===== src/rtl/cpu_ctrl_pkg.sv =====
// Shared types and constants for the hardwired control sequencer.
// Opcodes, ALU encodings, sequencer states and instruction classes.
package cpu_ctrl_pkg;

  localparam logic [4:0] OP_LD   = 5'b00000;
  localparam logic [4:0] OP_LDI  = 5'b00001;
  localparam logic [4:0] OP_ST   = 5'b00010;
  localparam logic [4:0] OP_ADD  = 5'b00011;
  localparam logic [4:0] OP_SUB  = 5'b00100;
  localparam logic [4:0] OP_AND  = 5'b00101;
  localparam logic [4:0] OP_OR   = 5'b00110;
  localparam logic [4:0] OP_ADDI = 5'b01100;
  localparam logic [4:0] OP_BR   = 5'b10010;
  localparam logic [4:0] OP_JR   = 5'b10011;
  localparam logic [4:0] OP_IN   = 5'b10110;
  localparam logic [4:0] OP_OUT  = 5'b10111;
  localparam logic [4:0] OP_NOP  = 5'b11010;
  localparam logic [4:0] OP_HALT = 5'b11011;

  localparam logic [4:0] ALU_ADD = 5'b00011;

  typedef enum logic [3:0] {
    S_RST, T0, T1, T2, T3,
    T4, T5, T6, T7, S_HALT
  } state_e;

  typedef enum logic [3:0] {
    CL_ALU, CL_IMM, CL_LD, CL_ST, CL_BR,
    CL_JR, CL_IN, CL_OUT, CL_NOP, CL_HALT
  } cls_e;

  typedef struct packed {
    logic       PCout;
    logic       Zlowout;
    logic       MDRout;
    logic       InPortout;
    logic       Cout;
    logic       PCin;
    logic       MARin;
    logic       MDRin;
    logic       IRin;
    logic       Yin;
    logic       Zin;
    logic       CONin;
    logic       OutPortin;
    logic       IncPC;
    logic       MD_Read;
    logic       ReadRAM;
    logic       WriteRAM;
    logic       Gra;
    logic       Grb;
    logic       Grc;
    logic       Rin;
    logic       Rout;
    logic       BAout;
    logic [4:0] alu_op;
  } strobe_t;

endpackage


===== src/rtl/control_unit_if.sv =====
// Strobe bundle from the control sequencer to the datapath.
// master drives the strobes, slave (datapath) consumes them.
interface control_unit_if;
  logic       PCout, Zlowout, MDRout;
  logic       InPortout, Cout;
  logic       PCin, MARin, MDRin, IRin;
  logic       Yin, Zin, CONin, OutPortin;
  logic       IncPC;
  logic       MD_Read, ReadRAM, WriteRAM;
  logic       Gra, Grb, Grc;
  logic       Rin, Rout, BAout;
  logic [4:0] alu_op;
  logic       Run;

  modport master (
    output PCout, Zlowout, MDRout,
    output InPortout, Cout,
    output PCin, MARin, MDRin, IRin,
    output Yin, Zin, CONin, OutPortin,
    output IncPC,
    output MD_Read, ReadRAM, WriteRAM,
    output Gra, Grb, Grc,
    output Rin, Rout, BAout,
    output alu_op, Run
  );

  modport slave (
    input PCout, Zlowout, MDRout,
    input InPortout, Cout,
    input PCin, MARin, MDRin, IRin,
    input Yin, Zin, CONin, OutPortin,
    input IncPC,
    input MD_Read, ReadRAM, WriteRAM,
    input Gra, Grb, Grc,
    input Rin, Rout, BAout,
    input alu_op, Run
  );
endinterface


===== src/rtl/ctrl_decode.sv =====
// Opcode to instruction class and index of the final T-step.
// Undefined opcodes fall into the nop class.
module ctrl_decode
  import cpu_ctrl_pkg::*;
#(
  parameter int OPW = 5
) (
  input  logic [OPW-1:0] op_i,
  output cls_e           cls_o,
  output logic [2:0]     last_o
);

  always_comb begin
    cls_o = CL_NOP;
    unique case (op_i)
      OP_ADD, OP_SUB,
      OP_AND, OP_OR:   cls_o = CL_ALU;
      OP_ADDI, OP_LDI: cls_o = CL_IMM;
      OP_LD:           cls_o = CL_LD;
      OP_ST:           cls_o = CL_ST;
      OP_BR:           cls_o = CL_BR;
      OP_JR:           cls_o = CL_JR;
      OP_IN:           cls_o = CL_IN;
      OP_OUT:          cls_o = CL_OUT;
      OP_HALT:         cls_o = CL_HALT;
      default:         cls_o = CL_NOP;
    endcase
  end

  always_comb begin
    last_o = 3'd3;
    unique case (cls_o)
      CL_ALU, CL_IMM: last_o = 3'd5;
      CL_LD, CL_ST:   last_o = 3'd7;
      CL_BR:          last_o = 3'd6;
      default:        last_o = 3'd3;
    endcase
  end

endmodule


===== src/rtl/control_unit.sv =====
// Hardwired T-step sequencer driving every datapath strobe.
// Fetch is shared; execute steps depend on the decoded class.
module control_unit
  import cpu_ctrl_pkg::*;
#(
  parameter int OPW = 5
) (
  input  logic        clk,
  input  logic        clr,
  input  logic [31:0] ir,
  input  logic        CONFFOut,
  input  logic        Stop,
  control_unit_if.master bus
);

  state_e         state_q, state_d;
  cls_e           cls;
  logic [2:0]     last;
  logic [2:0]     step;
  logic [OPW-1:0] op;
  logic           unused_ir;
  strobe_t        s;

  assign op        = ir[31 -: OPW];
  assign unused_ir = ^ir[31-OPW:0];
  assign step      = 3'(state_q - T0);

  ctrl_decode #(.OPW(OPW)) u_dec (
    .op_i   (op),
    .cls_o  (cls),
    .last_o (last)
  );

  always_ff @(posedge clk or negedge clr) begin
    if (!clr) state_q <= S_RST;
    else      state_q <= state_d;
  end

  // Stop only matters on the edge that closes an instruction.
  always_comb begin
    state_d = state_q;
    unique case (state_q)
      S_RST:  state_d = T0;
      S_HALT: state_d = S_HALT;
      T0:     state_d = T1;
      T1:     state_d = T2;
      T2:     state_d = T3;
      default: begin
        if (step == last)
          state_d = (cls == CL_HALT || Stop) ? S_HALT : T0;
        else
          state_d = state_e'(state_q + 4'd1);
      end
    endcase
  end

  always_comb begin
    s = '0;
    unique case (state_q)
      T0: begin
        s.PCout = 1'b1; s.MARin = 1'b1;
        s.IncPC = 1'b1; s.Zin   = 1'b1;
      end
      T1: begin
        s.Zlowout = 1'b1; s.PCin    = 1'b1;
        s.ReadRAM = 1'b1; s.MD_Read = 1'b1;
        s.MDRin   = 1'b1;
      end
      T2: begin
        s.MDRout = 1'b1; s.IRin = 1'b1;
      end
      T3: begin
        case (cls)
          CL_ALU: begin
            s.Grb = 1'b1; s.Rout = 1'b1; s.Yin = 1'b1;
          end
          CL_IMM, CL_LD, CL_ST: begin
            s.Grb = 1'b1; s.BAout = 1'b1; s.Yin = 1'b1;
          end
          CL_BR: begin
            s.Gra = 1'b1; s.Rout = 1'b1; s.CONin = 1'b1;
          end
          CL_JR: begin
            s.Gra = 1'b1; s.Rout = 1'b1; s.PCin = 1'b1;
          end
          CL_IN: begin
            s.InPortout = 1'b1; s.Gra = 1'b1; s.Rin = 1'b1;
          end
          CL_OUT: begin
            s.Gra = 1'b1; s.Rout = 1'b1; s.OutPortin = 1'b1;
          end
          default: ;
        endcase
      end
      T4: begin
        case (cls)
          CL_ALU: begin
            s.Grc = 1'b1; s.Rout = 1'b1; s.Zin = 1'b1;
            s.alu_op = op;
          end
          CL_IMM, CL_LD, CL_ST: begin
            s.Cout = 1'b1; s.Zin = 1'b1; s.alu_op = ALU_ADD;
          end
          CL_BR: begin
            s.PCout = 1'b1; s.Yin = 1'b1;
          end
          default: ;
        endcase
      end
      T5: begin
        case (cls)
          CL_ALU, CL_IMM: begin
            s.Zlowout = 1'b1; s.Gra = 1'b1; s.Rin = 1'b1;
          end
          CL_LD, CL_ST: begin
            s.Zlowout = 1'b1; s.MARin = 1'b1;
          end
          CL_BR: begin
            s.Cout = 1'b1; s.Zin = 1'b1; s.alu_op = ALU_ADD;
          end
          default: ;
        endcase
      end
      T6: begin
        case (cls)
          CL_LD: begin
            s.ReadRAM = 1'b1; s.MD_Read = 1'b1; s.MDRin = 1'b1;
          end
          CL_ST: begin
            s.Gra = 1'b1; s.Rout = 1'b1; s.MDRin = 1'b1;
          end
          CL_BR: begin
            s.Zlowout = CONFFOut; s.PCin = CONFFOut;
          end
          default: ;
        endcase
      end
      T7: begin
        case (cls)
          CL_LD: begin
            s.MDRout = 1'b1; s.Gra = 1'b1; s.Rin = 1'b1;
          end
          CL_ST:   s.WriteRAM = 1'b1;
          default: ;
        endcase
      end
      default: ;
    endcase
  end

  assign bus.PCout     = s.PCout;
  assign bus.Zlowout   = s.Zlowout;
  assign bus.MDRout    = s.MDRout;
  assign bus.InPortout = s.InPortout;
  assign bus.Cout      = s.Cout;
  assign bus.PCin      = s.PCin;
  assign bus.MARin     = s.MARin;
  assign bus.MDRin     = s.MDRin;
  assign bus.IRin      = s.IRin;
  assign bus.Yin       = s.Yin;
  assign bus.Zin       = s.Zin;
  assign bus.CONin     = s.CONin;
  assign bus.OutPortin = s.OutPortin;
  assign bus.IncPC     = s.IncPC;
  assign bus.MD_Read   = s.MD_Read;
  assign bus.ReadRAM   = s.ReadRAM;
  assign bus.WriteRAM  = s.WriteRAM;
  assign bus.Gra       = s.Gra;
  assign bus.Grb       = s.Grb;
  assign bus.Grc       = s.Grc;
  assign bus.Rin       = s.Rin;
  assign bus.Rout      = s.Rout;
  assign bus.BAout     = s.BAout;
  assign bus.alu_op    = s.alu_op;
  assign bus.Run       = (state_q != S_RST) && (state_q != S_HALT);

endmodule


===== src/flat_wrapper.sv =====
// flat-port wrapper written by rule: the top's interface ports become plain ports
module control_unit_flat import cpu_ctrl_pkg::*;
#(
  parameter int OPW = 5
)
  (clk, clr, ir, CONFFOut, Stop, bus_PCout, bus_Zlowout, bus_MDRout, bus_InPortout, bus_Cout, bus_PCin, bus_MARin, bus_MDRin, bus_IRin, bus_Yin, bus_Zin, bus_CONin, bus_OutPortin, bus_IncPC, bus_MD_Read, bus_ReadRAM, bus_WriteRAM, bus_Gra, bus_Grb, bus_Grc, bus_Rin, bus_Rout, bus_BAout, bus_alu_op, bus_Run);
  control_unit_if bus_i ();
  input  logic clk;
  input  logic clr;
  input  logic [31:0] ir;
  input  logic CONFFOut;
  input  logic Stop;
  output wire logic [$bits(bus_i.PCout)-1:0] bus_PCout;
  output wire logic [$bits(bus_i.Zlowout)-1:0] bus_Zlowout;
  output wire logic [$bits(bus_i.MDRout)-1:0] bus_MDRout;
  output wire logic [$bits(bus_i.InPortout)-1:0] bus_InPortout;
  output wire logic [$bits(bus_i.Cout)-1:0] bus_Cout;
  output wire logic [$bits(bus_i.PCin)-1:0] bus_PCin;
  output wire logic [$bits(bus_i.MARin)-1:0] bus_MARin;
  output wire logic [$bits(bus_i.MDRin)-1:0] bus_MDRin;
  output wire logic [$bits(bus_i.IRin)-1:0] bus_IRin;
  output wire logic [$bits(bus_i.Yin)-1:0] bus_Yin;
  output wire logic [$bits(bus_i.Zin)-1:0] bus_Zin;
  output wire logic [$bits(bus_i.CONin)-1:0] bus_CONin;
  output wire logic [$bits(bus_i.OutPortin)-1:0] bus_OutPortin;
  output wire logic [$bits(bus_i.IncPC)-1:0] bus_IncPC;
  output wire logic [$bits(bus_i.MD_Read)-1:0] bus_MD_Read;
  output wire logic [$bits(bus_i.ReadRAM)-1:0] bus_ReadRAM;
  output wire logic [$bits(bus_i.WriteRAM)-1:0] bus_WriteRAM;
  output wire logic [$bits(bus_i.Gra)-1:0] bus_Gra;
  output wire logic [$bits(bus_i.Grb)-1:0] bus_Grb;
  output wire logic [$bits(bus_i.Grc)-1:0] bus_Grc;
  output wire logic [$bits(bus_i.Rin)-1:0] bus_Rin;
  output wire logic [$bits(bus_i.Rout)-1:0] bus_Rout;
  output wire logic [$bits(bus_i.BAout)-1:0] bus_BAout;
  output wire logic [$bits(bus_i.alu_op)-1:0] bus_alu_op;
  output wire logic [$bits(bus_i.Run)-1:0] bus_Run;
  assign bus_PCout = bus_i.PCout;
  assign bus_Zlowout = bus_i.Zlowout;
  assign bus_MDRout = bus_i.MDRout;
  assign bus_InPortout = bus_i.InPortout;
  assign bus_Cout = bus_i.Cout;
  assign bus_PCin = bus_i.PCin;
  assign bus_MARin = bus_i.MARin;
  assign bus_MDRin = bus_i.MDRin;
  assign bus_IRin = bus_i.IRin;
  assign bus_Yin = bus_i.Yin;
  assign bus_Zin = bus_i.Zin;
  assign bus_CONin = bus_i.CONin;
  assign bus_OutPortin = bus_i.OutPortin;
  assign bus_IncPC = bus_i.IncPC;
  assign bus_MD_Read = bus_i.MD_Read;
  assign bus_ReadRAM = bus_i.ReadRAM;
  assign bus_WriteRAM = bus_i.WriteRAM;
  assign bus_Gra = bus_i.Gra;
  assign bus_Grb = bus_i.Grb;
  assign bus_Grc = bus_i.Grc;
  assign bus_Rin = bus_i.Rin;
  assign bus_Rout = bus_i.Rout;
  assign bus_BAout = bus_i.BAout;
  assign bus_alu_op = bus_i.alu_op;
  assign bus_Run = bus_i.Run;
  control_unit #(.OPW(OPW)) u_core (.clk(clk), .clr(clr), .ir(ir), .CONFFOut(CONFFOut), .Stop(Stop), .bus(bus_i));
endmodule

===== config.mk =====
export PLATFORM = sky130hd
export DESIGN_NAME = control_unit_flat
export DESIGN_NICKNAME = d
export VERILOG_FILES = /design/src/rtl/cpu_ctrl_pkg.sv /design/src/rtl/control_unit_if.sv /design/src/rtl/ctrl_decode.sv /design/src/rtl/control_unit.sv /design/src/flat_wrapper.sv
export SDC_FILE = /design/constraint.sdc
export NUM_CORES = 1
export LEC_CHECK = 0
export ABC_AREA = 0
export CAP_MARGIN = 20
export CORE_AREA = 2 2 52 66
export CTS_BUF_LIST = sky130_fd_sc_hd__clkbuf_16
export CTS_CLUSTER_DIAMETER = 60
export DETAILED_ROUTE_END_ITERATION = 8
export DIE_AREA = 0 0 54 68
export GPL_ROUTABILITY_DRIVEN = 0
export PLACE_DENSITY = 0.73
export SYNTH_ARGS = -nofsm -noshare
export SYNTH_HDL_FRONTEND = slang
export SYNTH_SLANG_ARGS = --single-unit

===== constraint.sdc =====
create_clock -name clk -period 2.9 [get_ports clk]
set_input_delay 0.58 -clock clk [delete_from_list [all_inputs] [get_ports clk]]
set_output_delay 0.58 -clock clk [all_outputs]
set_load 0.03 [all_outputs]

==> results of run 1 <==
==> layout by cell type, fill, tap and decap left out, types with 2 or more instances in the layout <==
cell,n
buf_4,50
buf_6,11
nor2_1,10
nand2_1,10
inv_1,9
nand3_1,6
ha_1,6
clkdlybuf4s50_1,6
o21ai_0,5
xnor2_1,4
nand3b_1,4
o21ai_2,4
dfrtp_1,4
a21oi_1,3
o21ai_1,3
a21boi_2,3
clkbuf_16,3
inv_4,2
o21a_1,2
and2_1,2
o22ai_1,2
nor3_4,2
and2_4,2
nor2b_1,2
ha_4,2
buf_8,2
clkdlybuf4s15_2,2
==> per-layer routing <==
metal	vias to the layer above	GRT usage, %	share of wire [%]
met5	-	0	0
met4	0	6.56	2.2
met3	10	2.18	4.2
met2	55	37.0	56
met1	565	20.9	37
li1	586	-	-
==> kinds of logic (layout without fill, tap and decap cells) <==
family	Yosys count	after routing
compound gates	35	35
mux	1	1
other cells	1	1
fa+ha+maj	8	8
simple gates	54	54
buf+inv	19	88
flops	4	4
xor+xnor	5	5
==> report_power, final <==
part / switching (mW) / internal (mW) / leakage [nW]
registers: 0.0543 / 0.0858 / 0.0495
logic: 0.564 / 0.423 / 0.750
clock network: 0.0397 / 0.176 / 0.0370
==> through the flow <==
step	hold slack, ps	area (sq um)	utilization [%]	setup TNS (ps)
after floorplan	284	957	-	-90.2
after global placement	690	1490	47.9	-10330
after detailed placement	732	1490	47.9	-12130
after CTS	567	1670	53.8	-34.8
after global routing	582	1750	56.4	-371
final	564	1750	56.4	-82.0
==> what timing repair did <==
action	in CTS	in global routing
buffers inserted	5	3
gates resized for setup	36	21
pin swaps	4	8
endpoints found under the setup margin	26	15
==> how the worst min path moves through the flow <==
| stage | startpoint | end | slack (ps) |
|---|---|---|---|
| final | clr | u_core.state_q[1] | 560 |
| after floorplan | clr | u_core.state_q[0] | 280 |
| after CTS | clr | u_core.state_q[2] | 570 |
| after global routing | clr | u_core.state_q[2] | 580 |
| after global placement | u_core.state_q[0] | u_core.state_q[0] | 690 |
| after detailed placement | u_core.state_q[0] | u_core.state_q[0] | 730 |
==> final cells by class <==
cell class | count | area (sq um) | area share, %
Sequential cell | 4 | 100 | 5.71
Tap cell | 37 | 46.3 | 2.64
Inverter | 11 | 46.3 | 2.64
Timing Repair Buffer | 74 | 651 | 37.1
Multi-Input combinational cell | 104 | 836 | 47.6
Clock buffer | 3 | 75.1 | 4.28
==> critical path: cells and delay by family <==
family | cells | cell delay (ps)
AOI/OAI and AO/OA | 1 | 190
adders and majority gates | 1 | 250
buffers and inverters | 5 | 540
and+or+nand+nor | 3 | 830
==> flow_summary.yaml, run 1 <==
sta:
  setup_viol: 3
  period_minus_slack_ps: 2950
  clock_skew_ps: 3.35
  slew_violations: 0
  fmax_mhz: 339
  rsz0062_at_grt: "true"
  finalWorstSetupSlack_ps: -53.1
  fin_crit_sh_pct: 102
  hold_viol: 0
worst_setup_path:
  setup.worst_path.start_class: "input pin"
  crit_path_end: "bus_Gra"
  crit_chain: "buf_8 > inv_4 > ha_4 > or4b_4 > nand4_4 > buf_6 > buf_12 > or2b_4 > o211ai_1 > buf_4"
  cpPeakStageDelay_ps: 470
  ff2ff_setup_slack_ps: 780
  required_ps: 2320
  worstReg2RegEnd: "u_core.state_q[3]"
  cp_max_fo: 4
  critical_path_class: "in -> out"
  crit_start: "ir[27]"
  worst_setup_path_end_kind: "output port"
  reg2reg_from: "u_core.state_q[0]"
  rr_worst_depth: 6
  crit_slowest_cell: "or4b_4"
  cp.arrival_ps: 2370
status:
  violations: "setup timing"
  status: "complete, but fails checks"
floorplan:
  die_w_um: 54
  core-area_sq_mm: 0.00311
  rows: 23
  num_io_pins: 65
  start_util_pct: 29.1
  dieArea_sq_mm: 0.00367
  die_h_um: 68
cells_and_area:
  antenna-diode-count: 0
  drive_gt1_share_pct: 49.5
  top_register: "u_core.state_q"
  area_growth_pct: 93.9
  largest_registers: "u_core.state_q x4"
  fill_cells: 251
  stdcell_count: 233
  nets: 242
  largest_reg_flops: 4
job:
  drv_cap: 0
place:
  dp_slack_ps: -649
  dpl.cell_count: 224
  io_buffers: 36
  place_hpwl_um: 2390
yosys:
  synthAdderAreaFrac_pct: 11.1
  yosysUniqueCellTypes: 47
  syn_nets: 171
  synth_ff_type: "dfrtp_1"
  async_flop_share_pct: 100
  yosysMostFrequentCell: "o21ai_0"
  ys_ff_latch: 4
  synth_top_family_by_area: "simple AND/OR/NAND/NOR gates"
  syn_area_sq_um: 905
  synthSimpleGateAreaFrac_pct: 35.1
  syn_area_per_cell_sq_um: 7.12
  syn_inst: 127
  post-synth-top-area-cell: "dfrtp_1"
  synth_edf_count: 0
  ys_warn_count: 0
  synth_top_area_share_pct: 11.1
  synthMuxAreaShare_pct: 1.11
  yosysSeqAreaShare_pct: 11.1
  synth_area_leaders: "dfrtp_1 11%, ha_1 11%, o21ai_0 6.6%"
  synthXorXnorAreaFrac_pct: 4.84
  synth_compound_area_share_pct: 26.0
  yosys-top-cells-count: "12 x o21ai_0, 11 x inv_1, 11 x nand2_1, 10 x nor2_1, 8 x ha_1"
clock_tree:
  clk_pin_slew_ps: 30
  cts_root_buf: "clkbuf_16"
  tritoncts: "done"
  h-tree-depth: 1
  cts_sinks: 4
  cts_buffer_depth: 2
  clock_latency_ps: 230
  hold_buffers: 0
  cts_buffers: 3
global_route:
  grt_usage_pct: 19.2
  grt_pass1_wl_um: 5360
  grt_pass1_vias: 1206
  grt_start_max_net_pins: 11
  antenna_found_initial: 0
  grt_overflow: 0
power_and_ir_drop:
  finalPower_mw: 1.34
  power_density_mw_per_mm2: 766
  leakage_nw: 0.836
  ir_worst_vdd_v: 0.000681
routing:
  dr_total_vias: 1216
  drcViolationCount: 0
  drtIter0Drc: 36
  avgViaCountPerCell: 5.22
  final_antenna_net_count: 0
  wl_per_cell_um: 14.4
  dr.pass1.iters: 4
  totalWireLength_um: 3360
hold_path:
  hold_path.class: "in -> async"
(Power assumes the default switching activity.)
==> run 2: changes to the inputs <==
--- a/config.mk
+++ b/config.mk
@@ -7,13 +7,13 @@
 export LEC_CHECK = 0
 export ABC_AREA = 0
 export CAP_MARGIN = 20
-export CORE_AREA = 2 2 52 66
+export CORE_AREA = 2 2 57 73
 export CTS_BUF_LIST = sky130_fd_sc_hd__clkbuf_16
 export CTS_CLUSTER_DIAMETER = 60
 export DETAILED_ROUTE_END_ITERATION = 8
-export DIE_AREA = 0 0 54 68
+export DIE_AREA = 0 0 59 75
 export GPL_ROUTABILITY_DRIVEN = 0
-export PLACE_DENSITY = 0.73
+export PLACE_DENSITY = 0.62
 export SYNTH_ARGS = -nofsm -noshare
 export SYNTH_HDL_FRONTEND = slang
 export SYNTH_SLANG_ARGS = --single-unit
==> run 2 against run 1 <==
The flow now finishes without violations; global-route usage down 4.6 points; via count down 2.5%; sequential power down 9%; sequential cell count unchanged; total power down 1.0%; die area up 21%; largest cell class unchanged.
==> flow_summary.yaml, run 2 (synthesis gave the netlist of run 1 again) <==
cells_and_area:
  nets: 241
  area_growth_pct: 92.8
  final_cell_mix: "49 x buf_4, 11 x nand2_1, 10 x buf_6"
  multiInputGateArea_sq_um: 858
  antenna-diode-count: 0
  regArea_sq_um: 100
  largest_reg_flops: 4
  fill_cells: 359
  top_register: "u_core.state_q"
  drive_gt1_share_pct: 49.7
  largest_registers: "u_core.state_q x4"
  layout_commonest_cell: "buf_4"
power_and_ir_drop:
  ir_worst_vdd_v: 0.000223
  leakage_nw: 0.818
  power_density_mw_per_mm2: 762
sta:
  rsz0062_at_grt: "true"
  finalWorstSetupSlack_ps: 14.7
  fin_crit_sh_pct: 99.5
  hold_viol: 0
  setup_viol: 0
  slew_violations: 0
  clock_skew_ps: 3.37
  period_minus_slack_ps: 2890
  setup_tns_ps: 0
  fmax_mhz: 347
clock_tree:
  cts_buffers: 3
  tritoncts: "done"
  clock_latency_ps: 220
  cts_buffer_depth: 2
  cts_sinks: 4
  h-tree-depth: 1
  cts_root_buf: "clkbuf_16"
  hold_buffers: 0
  clk_pin_slew_ps: 30
worst_setup_path:
  setup.worst_path.start_class: "input pin"
  worst_setup_path_end_kind: "output port"
  rr_worst_depth: 6
  crit_path_end: "bus_PCin"
  worstReg2RegEnd: "u_core.state_q[3]"
  critical_path_class: "in -> out"
  crit_start: "ir[28]"
  ff2ff_setup_slack_ps: 790
  cp.arrival_ps: 2310
  reg2reg_from: "u_core.state_q[0]"
  required_ps: 2320
  cp_max_fo: 6
routing:
  wl_per_cell_um: 13.5
  avgViaCountPerCell: 5.04
  drcViolationCount: 0
  totalWireLength_um: 3160
  final_antenna_net_count: 0
  dr_total_vias: 1185
  dr.pass1.iters: 4
  drtIter0Drc: 33
status:
  status: "complete, no violations"
global_route:
  grt_overflow: 0
  grt_pass1_wl_um: 5200
  antenna_found_initial: 0
  grt_pass1_vias: 1205
  grt_usage_pct: 14.6
  grt_start_max_net_pins: 11
floorplan:
  die_w_um: 59
  start_util_pct: 24.5
  core-area_sq_mm: 0.00369
  die_h_um: 75
  dieArea_sq_mm: 0.00443
  num_io_pins: 65
  rows: 25
place:
  place_hpwl_um: 2410
  dp_slack_ps: -783
  io_buffers: 36
hold_path:
  hold_path.class: "in -> async"
job:
  drv_cap: 0
## run 2: per-stage QoR
stage                     cell area, sq um  total power [mW]  utilization, %  std cells  hold WS (ps)
after detailed placement              1480              1.05            40.0        224           704
after CTS                             1660              1.31            44.8        232           566
after floorplan                        957             0.731               -        127           284
after global placement                1480              1.04            40.0        224           701
after global routing                  1740              1.42            47.3        235           590
final                                 1740              1.33            47.3        235           563
## run 2: area by class of cell
type                            count  area share (%)
Multi-Input combinational cell    104            49.2
Tap cell                           40            2.87
Inverter                           11            2.80
Clock buffer                        3            4.30
Timing Repair Buffer               73            35.1
Sequential cell                     4            5.74
## run 2: how the worst min path moves through the flow
| stage | startpoint | endpoint | slack [ps] | cells past startpoint |
|---|---|---|---|---|
| 6_report | clr | u_core.state_q[0] | 560 | 1 |
| 5_1_grt | clr | u_core.state_q[0] | 590 | 1 |
| 4_1_cts | clr | u_core.state_q[0] | 570 | 1 |
| 3_5_place_dp | u_core.state_q[0] | u_core.state_q[0] | 700 | 2 |
| 3_3_place_gp | u_core.state_q[0] | u_core.state_q[0] | 700 | 2 |
| 2_1_floorplan | clr | u_core.state_q[0] | 280 | 0 |
## run 2: where the power goes
group | switching, mW | internal, mW
logic | 0.552 | 0.434
clock network | 0.0392 | 0.176
registers | 0.0420 | 0.0860
## run 2: timing repair
action | in CTS | in global routing
pin swaps | 6 | 6
setup endpoints to repair | 26 | 11
buffers inserted | 6 | 4
resized for setup | 53 | 20
## run 2: routing by layer
metal  vias to the layer above  track usage [%]  wire length [um]
met5                         -                0                 0
met3                         4             1.55               111
li1                        584                -                 -
met2                        37             28.1              1780
met1                       560             16.1              1240
met4                         0             5.30                29
## run 2: worst max-delay path, cell delays in order
cell	delay [ps]
buf_8	80
inv_4	40
ha_4	250
or4b_4	470
nand4_4	90
buf_6	130
nor3_4	50
buf_6	120
nand4_1	80
a21boi_2	160
o22ai_1	70
buf_4	190
